<file path="config.mk">
export PLATFORM = sky130hd
export DESIGN_NAME = alu_share_arbiter
export DESIGN_NICKNAME = d
export VERILOG_FILES = /design/src/rtl/alu_pkg.sv /design/src/rtl/rr_arbiter2.sv /design/src/rtl/alu_share_arbiter.sv
export SDC_FILE = /design/constraint.sdc
export NUM_CORES = 1
export LEC_CHECK = 0
export ABC_AREA = 1
export CORE_ASPECT_RATIO = 1.25
export CORE_UTILIZATION = 30
export DETAILED_ROUTE_END_ITERATION = 10
export PLACE_DENSITY_LB_ADDON = 0.12
export SETUP_SLACK_MARGIN = 0.4
export SLEW_MARGIN = 30
export SYNTH_ARGS = -nofsm -noshare
export SYNTH_HDL_FRONTEND = slang
export SYNTH_SLANG_ARGS = --single-unit
</file>
<file path="constraint.sdc">
create_clock -name clk_i -period 1.3 [get_ports clk_i]
set_clock_uncertainty 0.2 [all_clocks]
set_input_delay 0.325 -clock clk_i [delete_from_list [all_inputs] [get_ports clk_i]]
set_output_delay 0.325 -clock clk_i [all_outputs]
set_load 0.05 [all_outputs]
</file>
<file path="src/rtl/alu_pkg.sv">
// Shared ALU encodings and arbiter state type for the shared-ALU arbiter.
package alu_pkg;

    // ALUOp codes as presented to ALU_Ctrl
    localparam logic [2:0] ALUOP_BEQ    = 3'b001;
    localparam logic [2:0] ALUOP_R_TYPE = 3'b010;
    localparam logic [2:0] ALUOP_ADDI   = 3'b100;
    localparam logic [2:0] ALUOP_SLTI   = 3'b101;
    localparam logic [2:0] ALUOP_LUI    = 3'b110;
    localparam logic [2:0] ALUOP_ORI    = 3'b111;

    // funct codes decoded by ALU_Ctrl when ALUOp is R_type
    localparam logic [5:0] FUNCT_ADD = 6'b100000;
    localparam logic [5:0] FUNCT_SUB = 6'b100010;
    localparam logic [5:0] FUNCT_AND = 6'b100100;
    localparam logic [5:0] FUNCT_OR  = 6'b100101;
    localparam logic [5:0] FUNCT_SLT = 6'b101010;

    typedef enum logic [1:0] {
        ST_IDLE = 2'd0,
        ST_EXEC = 2'd1,
        ST_RESP = 2'd2
    } arb_state_e;

endpackage

</file>
<file path="src/rtl/rr_arbiter2.sv">
// Two-way round-robin grant: a lone requester wins, a tie goes to ptr_i.
module rr_arbiter2 (
    input  logic [1:0] valid_i,
    input  logic       ptr_i,
    output logic [1:0] grant_o
);

    // One-hot grant; ties resolved by the round-robin pointer
    always_comb begin
        grant_o = valid_i;
        if (valid_i == 2'b11) begin
            grant_o = ptr_i ? 2'b10 : 2'b01;
        end
    end

endmodule

</file>
<file path="src/rtl/alu_share_arbiter.sv">
// Shares one ALU between two requesters: round-robin grant, registered
// operands to the ALU, result/zero held until the owner accepts them.
module alu_share_arbiter
    import alu_pkg::*;
#(
    parameter int DATA_W  = 32,
    parameter int ALU_LAT = 1
) (
    input  logic              clk_i,
    input  logic              rst_i,
    input  logic              req0_valid_i,
    output logic              req0_ready_o,
    input  logic [2:0]        req0_aluop_i,
    input  logic [5:0]        req0_funct_i,
    input  logic [DATA_W-1:0] req0_src1_i,
    input  logic [DATA_W-1:0] req0_src2_i,
    input  logic              req1_valid_i,
    output logic              req1_ready_o,
    input  logic [2:0]        req1_aluop_i,
    input  logic [5:0]        req1_funct_i,
    input  logic [DATA_W-1:0] req1_src1_i,
    input  logic [DATA_W-1:0] req1_src2_i,
    output logic              rsp0_valid_o,
    input  logic              rsp0_ready_i,
    output logic [DATA_W-1:0] rsp0_result_o,
    output logic              rsp0_zero_o,
    output logic              rsp1_valid_o,
    input  logic              rsp1_ready_i,
    output logic [DATA_W-1:0] rsp1_result_o,
    output logic              rsp1_zero_o,
    output logic [2:0]        alu_op_o,
    output logic [5:0]        alu_funct_o,
    output logic [DATA_W-1:0] alu_src1_o,
    output logic [DATA_W-1:0] alu_src2_o,
    input  logic [DATA_W-1:0] alu_result_i,
    input  logic              alu_zero_i,
    output logic              busy_o
);

    localparam int CW = (ALU_LAT < 1) ? 1 : $clog2(ALU_LAT + 1);
    localparam logic [CW-1:0] CNT_LAST = CW'(ALU_LAT - 1);

    arb_state_e        state_q, state_d;
    logic              rr_ptr_q, rr_ptr_d;
    logic [CW-1:0]     cnt_q, cnt_d;
    logic              owner_q, owner_d;
    logic [2:0]        op_q, op_d;
    logic [5:0]        funct_q, funct_d;
    logic [DATA_W-1:0] src1_q, src1_d;
    logic [DATA_W-1:0] src2_q, src2_d;
    logic [DATA_W-1:0] res_q, res_d;
    logic              zero_q, zero_d;

    logic [1:0] grant;
    logic       own_rsp_ready;

    rr_arbiter2 u_rr (
        .valid_i (
            {req1_valid_i, req0_valid_i}
        ),
        .ptr_i   (rr_ptr_q),
        .grant_o (grant)
    );

    assign req0_ready_o  = (state_q == ST_IDLE) & grant[0];
    assign req1_ready_o  = (state_q == ST_IDLE) & grant[1];
    assign own_rsp_ready = owner_q ? rsp1_ready_i : rsp0_ready_i;

    // Next-state: grant in IDLE, count ALU hold cycles in EXEC, wait for accept in RESP
    always_comb begin
        state_d  = state_q;
        rr_ptr_d = rr_ptr_q;
        cnt_d    = cnt_q;
        owner_d  = owner_q;
        op_d     = op_q;
        funct_d  = funct_q;
        src1_d   = src1_q;
        src2_d   = src2_q;
        res_d    = res_q;
        zero_d   = zero_q;
        case (state_q)
            ST_IDLE: begin
                if (grant[0] | grant[1]) begin
                    owner_d = grant[1];
                    op_d    = grant[1] ? req1_aluop_i : req0_aluop_i;
                    funct_d = grant[1] ? req1_funct_i : req0_funct_i;
                    src1_d  = grant[1] ? req1_src1_i  : req0_src1_i;
                    src2_d  = grant[1] ? req1_src2_i  : req0_src2_i;
                    cnt_d   = '0;
                    state_d = ST_EXEC;
                end
            end
            ST_EXEC: begin
                // Counter tops out at ALU_LAT, which fits CW bits, so no wrap
                cnt_d = cnt_q + 1'b1;
                if (cnt_q == CNT_LAST) begin
                    res_d   = alu_result_i;
                    zero_d  = alu_zero_i;
                    state_d = ST_RESP;
                end
            end
            ST_RESP: begin
                if (own_rsp_ready) begin
                    rr_ptr_d = ~owner_q;
                    state_d  = ST_IDLE;
                end
            end
            default: state_d = ST_IDLE;
        endcase
    end

    // State and data registers, synchronous active-low reset
    always_ff @(posedge clk_i) begin
        if (!rst_i) begin
            state_q  <= ST_IDLE;
            rr_ptr_q <= 1'b0;
            cnt_q    <= '0;
            owner_q  <= 1'b0;
            op_q     <= '0;
            funct_q  <= '0;
            src1_q   <= '0;
            src2_q   <= '0;
            res_q    <= '0;
            zero_q   <= 1'b0;
        end else begin
            state_q  <= state_d;
            rr_ptr_q <= rr_ptr_d;
            cnt_q    <= cnt_d;
            owner_q  <= owner_d;
            op_q     <= op_d;
            funct_q  <= funct_d;
            src1_q   <= src1_d;
            src2_q   <= src2_d;
            res_q    <= res_d;
            zero_q   <= zero_d;
        end
    end

    // ALU sees the latched operation only while executing
    assign alu_op_o    = (state_q == ST_EXEC) ? op_q    : '0;
    assign alu_funct_o = (state_q == ST_EXEC) ? funct_q : '0;
    assign alu_src1_o  = (state_q == ST_EXEC) ? src1_q  : '0;
    assign alu_src2_o  = (state_q == ST_EXEC) ? src2_q  : '0;

    assign rsp0_valid_o  = (state_q == ST_RESP) & ~owner_q;
    assign rsp1_valid_o  = (state_q == ST_RESP) &  owner_q;
    assign rsp0_result_o = owner_q ? '0 : res_q;
    assign rsp1_result_o = owner_q ? res_q : '0;
    assign rsp0_zero_o   = ~owner_q & zero_q;
    assign rsp1_zero_o   =  owner_q & zero_q;

    assign busy_o = (state_q != ST_IDLE);

endmodule

</file>
==> results of run 1 <==
## worst min-delay path by stage
stage                      to  depth (start not counted)            start  slack, ns
floorplan            res_q[0]                          2  alu_result_i[0]       0.26
finish                  cnt_q                          2            cnt_q       0.33
detailed placement  res_q[25]                          2        res_q[25]       0.32
global route            cnt_q                          2            cnt_q       0.36
CTS                     cnt_q                          2            cnt_q       0.32
global placement    res_q[25]                          2        res_q[25]       0.31
## what timing repair did
item	CTS	global route
resized for setup	211	187
pin swaps	32	96
setup buffers	29	4
setup endpoints to repair	255	255
gates cloned	22	11
## layout by cell type, fill, tap and decap left out, drive strengths merged
| cell | count |
|---|---|
| buf | 246 |
| nand2 | 192 |
| inv | 190 |
| clkdlybuf4s50 | 182 |
| nor2 | 178 |
| nand3 | 149 |
| dfxtp | 111 |
| a21oi | 77 |
| clkinvlp | 34 |
| o21ai | 34 |
| clkbuf | 20 |
| clkinv | 3 |
| diode | 1 |
| a211oi | 1 |
| bufinv | 1 |
| bufbuf | 1 |
| dlygate4sd2 | 1 |
## routing by layer
metal | global-route usage (%) | vias up
met2 | 46.6 | 257
met3 | 5.70 | 57
li1 | - | 3882
met5 | 0 | -
met1 | 25.3 | 3635
met4 | 13.6 | 0
## where the power goes
| group | switching [mW] | internal, mW |
|---|---|---|
| Combinational | 4.01 | 3.70 |
| Sequential | 0.276 | 3.84 |
| Clock | 1.31 | 1.60 |
| Total | 5.59 | 9.14 |
## registers in the layout (all words and copies together), names as in the netlist
name,count
res_q,32
src1_q,32
src2_q,32
funct_q,6
op_q,3
state_q,2
cnt_q,1
owner_q,1
rr_ptr_q,1
zero_q,1
## layout make-up
type	count	share of cell area, %
Tap cell	270	2.25
Clock buffer	11	1.68
Inverter	222	6.57
Sequential cell	111	14.8
Timing Repair Buffer	439	43.5
Multi-Input combinational cell	631	30.7
Timing Repair inverter	1	0.0749
Antenna cell	1	0.0166
Clock inverter	5	0.374
## worst max-delay path: stages (launching register included)
cell and delay, ns:
dfxtp_4 0.41, nand2_8 0.09, buf_12 0.16, clkbuf_16 0.16, nor2_4 0.13, buf_12 0.15
## cell families after synthesis
logic type	count (synthesis)	synth area share [%]
buffers and inverters	295	19.3
and+or+nand+nor	519	35.1
AOI/OAI and AO/OA	112	9.21
DFF	111	36.3
==> metrics.cfg, run 1 <==
[global_routing]
antenna_found_initial = 1
grt_overflow = 0
grt_max_degree = 46
grt_util_all_layers_pct = 25.0
grt_pass1_vias = 7482
grt_pass1_wl_um = 39900

[synthesis]
synth.avg_cell_area_sq_um = 5.90
yosys-top-cells-area = dfxtp_1, inv_1, nand3_1, nand2_1, nor2_1
synth_edf_count = 0
synth.cell_area_sq_um = 6110
synthTopCellsByCount = inv_1, nand2_1, nor2_1
ys_seq_elements = 111
synth-seq-area-share_pct = 36.3
synthCells = 1037
yosysTopAreaCellShare_pct = 36.3
yosys_warnings = 0
yosysTopAreaCell = dfxtp_1
ys_types = 18
syn_nets = 1222
synth.most_common_cell = inv_1
postSynth.asyncResetShare_pct = 0
synthFlopType = dfxtp_1

[timing]
whs_ns = 0.334
min_period_ns = 1.99
finalHoldViolations = 0
finalSetupViolations = 255
tightest_slew_ns = 0.487
fin_crit_sh_pct = 153
maxSlewViolCount = 0
worst_slack_ns = -0.691
relSlewSlack_pct = 67.5
rsz0062_at_grt = true
fmax_ghz = 0.502
setup-tns-final_ns = -132.75

[routing]
routed_wl_um = 27800
drcViolationCount = 0
final_antenna_net_count = 0
wl_met1_um = 9670
wire_per_inst_um = 16.4
dr_wl_met3_um = 1580
vias_per_cell = 4.63
num_vias = 7831
route.met2.wl_um = 15300
first_pass_iters = 4
topRoutingLayerUsed = met4
drt_iter0_markers = 208

[clock_tree]
cts_max_path_buffers = 2
cts_tree = built
root_buffer = clkbuf_16
clock-sinks = 111
htree_levels = 3
worstSkewPairLatency_ns = 0.35
numCtsBuffers = 9
holdBufCountCts = 0
clk_pin_slew_ns = 0.07

[cells_and_area]
multi_input_area_sq_um = 4620
fillCellCount = 1421
layout.nets = 1600
final_area_sq_um = 15000
regArea_sq_um = 2230
final_cells = 1691
drive_gt1_share_pct = 44.7
syn_to_final_growth_pct = 146
fin_util_pct = 75.1

[critical_path]
path_class = reg2out
r2r-start = state_q[1]
cp_max_fo = 6
critPathArrivalTime_ns = 1.47
rrSetupSlack_ns = -0.58
rr_endpoint = src2_q[17]
setup.worst_path.end = alu_src2_o[30]
end_kind = primary output
cp.required_ns = 0.77
critPathLaunch = state_q[0]
ff2ff_path_depth = 13
start_kind = register

[placement]
hpwl_um = 17100
placed_area_sq_um = 12100
placed_cells = 1608
pre_cts_ws_ns = -0.681
gp_congestion = 0.801
port_buffers = 328

[power]
power-per-cell-area_nw_per_um2 = 979
p_leak_nw = 6.54
vdd_drop_max_mv = 0.629
power.total_mw = 14.7

[die]
dieArea_sq_um = 21000
die_w_um = 130
io_pins = 329
core_area_sq_um = 20000
die_h_um = 162
row_count = 58
start_util_pct = 30.5

[hold_path]
hold_class = reg2reg

[run]
maxCapViolCount = 0

[outcome]
violations = negative setup slack
run_status = finished with violations

Note: power is estimated with default switching activity, not from simulation.
==> inputs of run 2 (changes only) <==
--- a/config.mk
+++ b/config.mk
@@ -10,6 +10,7 @@
 export CORE_UTILIZATION = 30
 export DETAILED_ROUTE_END_ITERATION = 10
 export PLACE_DENSITY_LB_ADDON = 0.12
+export RECOVER_POWER = 50
 export SETUP_SLACK_MARGIN = 0.4
 export SLEW_MARGIN = 30
 export SYNTH_ARGS = -nofsm -noshare
==> results of run 2 <==
The final DEF is identical to that of run 1; final timing and power are the same.
==> edit 1 (config.mk and constraints of run 1) <==
Set the parameter `ALU_LAT` to 2 (it was 1).
--- a/src/rtl/alu_share_arbiter.sv
+++ b/src/rtl/alu_share_arbiter.sv
@@ -4,7 +4,7 @@
     import alu_pkg::*;
 #(
     parameter int DATA_W  = 32,
-    parameter int ALU_LAT = 1
+    parameter int ALU_LAT = 2
 ) (
     input  logic              clk_i,
     input  logic              rst_i,
Formal check against the unedited RTL: not equivalent (Yosys sat finds a counterexample within 4 cycles, from zero or initial values and one cycle with rst_i low).
==> edit 1 against run 1 <==
The flow still finishes with violations (negative setup slack). Total power shrank 17%. Sequential power shrank 3%. Setup slack gained 0.070 ns. Synthesized area grew 1.2%. Wire length shrank 16%. Final area shrank 11%. Sequential cell count grew 1. Cell count shrank 2.0%. Critical path type unchanged. Largest power group unchanged.
==> edit 1: results (changes against run 1) <==
| Metric | Value |
|---|---|
| Most frequent cells after synthesis | `inv_1 (220), nand2_1 (191), nor2_1 (175) (was inv_1 (219), nand2_1 (191), nor2_1 (176))` |
| Max VDD drop | `0.5879 mV (was 0.6288 mV)` |
| Adder-cell share of the synthesized area | `0.002022 (was 0)` |
| GRT Total Usage | `0.2177 (was 0.2502)` |
| Placed cells | `1621 (was 1608)` |
| Total routed wirelength | `23360 µm (was 27790 µm)` |
| Synth top area cells | `dfxtp_1 (36%), inv_1 (13%), nand3_1 (12%) (unchanged)` |
| Vias | `7482 (was 7831)` |
| First-pass GRT wire length | `35800 µm (was 39880 µm)` |
| FILL cells | `1714 (was 1421)` |
| Final GP Congestion | `0.8160 (was 0.8009)` |
| Syn nets | `1231 (was 1222)` |
| CP arrival | `1.40 ns (was 1.47 ns)` |
| Cells after Synth | `1045 (was 1037)` |
| Worst slack, placed | `-0.6641 ns (was -0.6808 ns)` |
| Pre-antenna DRT Iters | `5 (was 4)` |
| Initial antenna violation count | `0 (was 1)` |
| Setup violators final | `256 (was 255)` |
| Dpl cell area | `12400 µm² (was 12130 µm²)` |
| DRT iter0 DRCs | `329 (was 208)` |
| Failing checks | `negative setup slack (unchanged)` |
| Crit path setup slack, layout | `-0.6211 ns (was -0.6908 ns)` |
| Synth unique cells | `19 (was 18)` |
| Synth Area in Compound Gates | `0.09262 (was 0.09208)` |
| Seq/Total Area, Yosys | `0.3624 (was 0.3634)` |
| Vias per cell | `4.515 (was 4.631)` |
| Outcome | `finished, violations left (unchanged)` |
| Setup TNS | `-105.78 ns (was -132.75 ns)` |
| Vias in the first global route | `7060 (was 7482)` |
| Detail Placement HPWL | `16890 µm (was 17080 µm)` |
-- edit 1: worst max-delay path, stage by stage (launching register included) --
cell and delay, ns:
dfxtp_4 0.41, buf_12 0.15, clkbuf_16 0.17, nand2_4 0.07
clkinvlp_4 0.09, buf_12 0.15
-- edit 1: worst paths after layout --
kind / start / to / slack [ns] / cells past startpoint
worst max-delay path: owner_q / rsp1_result_o[7] / -0.62 / 5
worst min-delay path: cnt_q[1] / cnt_q[1] / 0.29 / 2
worst max register to register: state_q[1] / res_q[1] / -0.30 / 7
worst min register to register: cnt_q[1] / cnt_q[1] / 0.29 / 2
-- edit 1: where the power goes --
group	internal [mW]	switching, mW
sequential	3.81	0.183
combinational	2.48	2.99
clock	1.38	1.35
-- edit 1: area by class of cell --
cell class	count	area (µm²)	share of cell area
Clock buffer	12	246.5	0.01848
Sequential cell	112	2255	0.1690
Clock inverter	4	35.03	0.002626
Multi-Input combinational cell	636	3925	0.2942
Tap cell	270	337.8	0.02532
Timing Repair Buffer	397	5552	0.4161
Inverter	226	991.0	0.07428
-- edit 1: routing by layer --
layer | track usage | wire [µm]
met1 | 0.2323 | 8821
met2 | 0.3985 | 12140
met3 | 0.05125 | 1607
met4 | 0.1003 | 794
met5 | 0 | 0
-- edit 1: cells by family after synthesis --
logic type                 count (synthesis)
buffers and inverters                    298
DFF                                      112
and+or+nand+nor                          520
AOI/OAI and AO/OA                        114
adders and majority gates                  1
-- edit 1: what timing repair did --
| action | in CTS | in global routing |
|---|---|---|
| resized for setup | 59 | 17 |
| buffers inserted | 5 | 3 |
| hold buffers | 0 | 0 |
| cloned | 8 | 4 |
| pin swaps | 3 | 3 |
| setup endpoints to repair | 256 | 256 |
==> edit 2 (settings of run 1) <==
Made on the original files. Take the reset off `res_q` and load it in a clocked block of its own.
--- a/src/rtl/alu_share_arbiter.sv
+++ b/src/rtl/alu_share_arbiter.sv
@@ -120,7 +120,6 @@
             funct_q  <= '0;
             src1_q   <= '0;
             src2_q   <= '0;
-            res_q    <= '0;
             zero_q   <= 1'b0;
         end else begin
             state_q  <= state_d;
@@ -131,9 +130,12 @@
             funct_q  <= funct_d;
             src1_q   <= src1_d;
             src2_q   <= src2_d;
-            res_q    <= res_d;
             zero_q   <= zero_d;
         end
+    end
+
+    always_ff @(posedge clk_i) begin
+        res_q <= res_d;
     end
 
     // ALU sees the latched operation only while executing
Formal check against the unedited RTL: differs if rst_i is asserted again (counterexample within 4 cycles, from zero or initial values and one cycle with rst_i low); with rst_i held inactive, the same outputs for 4 cycles.
==> edit 2 against run 1 <==
The flow still finishes with violations (negative setup slack). Total power shrank 10%. Register-to-register slack is essentially flat. Wire length shrank 12%. Sequential cell count unchanged. Synthesized area down 1.8%. Final area down 11%. Setup slack gained 0.021 ns. Sequential share of layout area is 4.2 points higher.
==> edit 2: results (changes against run 1) <==
| Metric | Value |
|---|---|
| Vias per cell | `4.517 (was 4.631)` |
| Clk pwr share | `0.215 (was 0.197)` |
| Outcome | `finished, violations left (unchanged)` |
| Most frequent cells after synthesis | `inv_1 (220), nand2_1 (192), nand3_1 (149) (was inv_1 (219), nand2_1 (191), nor2_1 (176))` |
| Final non-filler cell total | `1562 (was 1691)` |
| Number of synthesized flops with an enable pin | `32 (was 0)` |
| Hold path depth | `1 (was 2)` |
| Combinational Power | `6.23 mW (was 7.71 mW)` |
| Setup TNS | `-122.90 ns (was -132.75 ns)` |
| Synth top area cells | `dfxtp_1 (26%), edfxtp_1 (16%), inv_1 (14%) (was dfxtp_1 (36%), inv_1 (13%), nand3_1 (12%))` |
| LEAKAGE | `5.926 nW (was 6.539 nW)` |
| Detail Placement HPWL | `16580 µm (was 17080 µm)` |
| Hold path start | `alu_result_i[15] (was cnt_q)` |
| GRT Total Usage | `0.2399 (was 0.2502)` |
| Worst slack, placed | `-0.6612 ns (was -0.6808 ns)` |
| Setup violators final | `255 (unchanged)` |
| Switching power | `4.864 mW (was 5.594 mW)` |
| Max VDD drop | `0.6482 mV (was 0.6288 mV)` |
| Vias in the first global route | `7055 (was 7482)` |
| CP arrival | `1.44 ns (was 1.47 ns)` |
| Failing checks | `negative setup slack (unchanged)` |
| Crit path setup slack, layout | `-0.6699 ns (was -0.6908 ns)` |
| Biggest cell delay along the critical path | `0.34 ns (was 0.41 ns)` |
| DRT iter0 DRCs | `256 (was 208)` |
| CTS resizes | `160 (was 211)` |
edit 2: stage by stage:
step	hold slack, ns	area, µm²	power (mW)	utilization
after floorplan	0.2239	6985	7.221	-
after global placement	0.3092	11730	9.327	0.6004
after detailed placement	0.3112	11730	9.384	0.6004
after CTS	0.3029	13020	13.06	0.6665
after global routing	0.3118	13380	13.86	0.6849
final	0.3204	13380	13.23	0.6849
edit 2: area by class of cell:
type	count	area [µm²]	area share
Timing Repair Buffer	411	5819	0.4348
Multi-Input combinational cell	536	3421	0.2556
Sequential cell	111	2552	0.1907
Inverter	222	967.2	0.07226
Tap cell	265	331.6	0.02477
Clock buffer	10	229.0	0.01711
Clock inverter	6	61.31	0.004581
Antenna cell	1	2.502	0.0001870
edit 2: logic make-up (layout without fill, tap and decap cells):
group | after synthesis | in the layout | share of synthesized area
other | 0 | 1 | 0
DFF | 111 | 111 | 0.4233
and+or+nand+nor | 455 | 456 | 0.3154
buffers and inverters | 285 | 649 | 0.1942
AOI/OAI and AO/OA | 80 | 80 | 0.06708
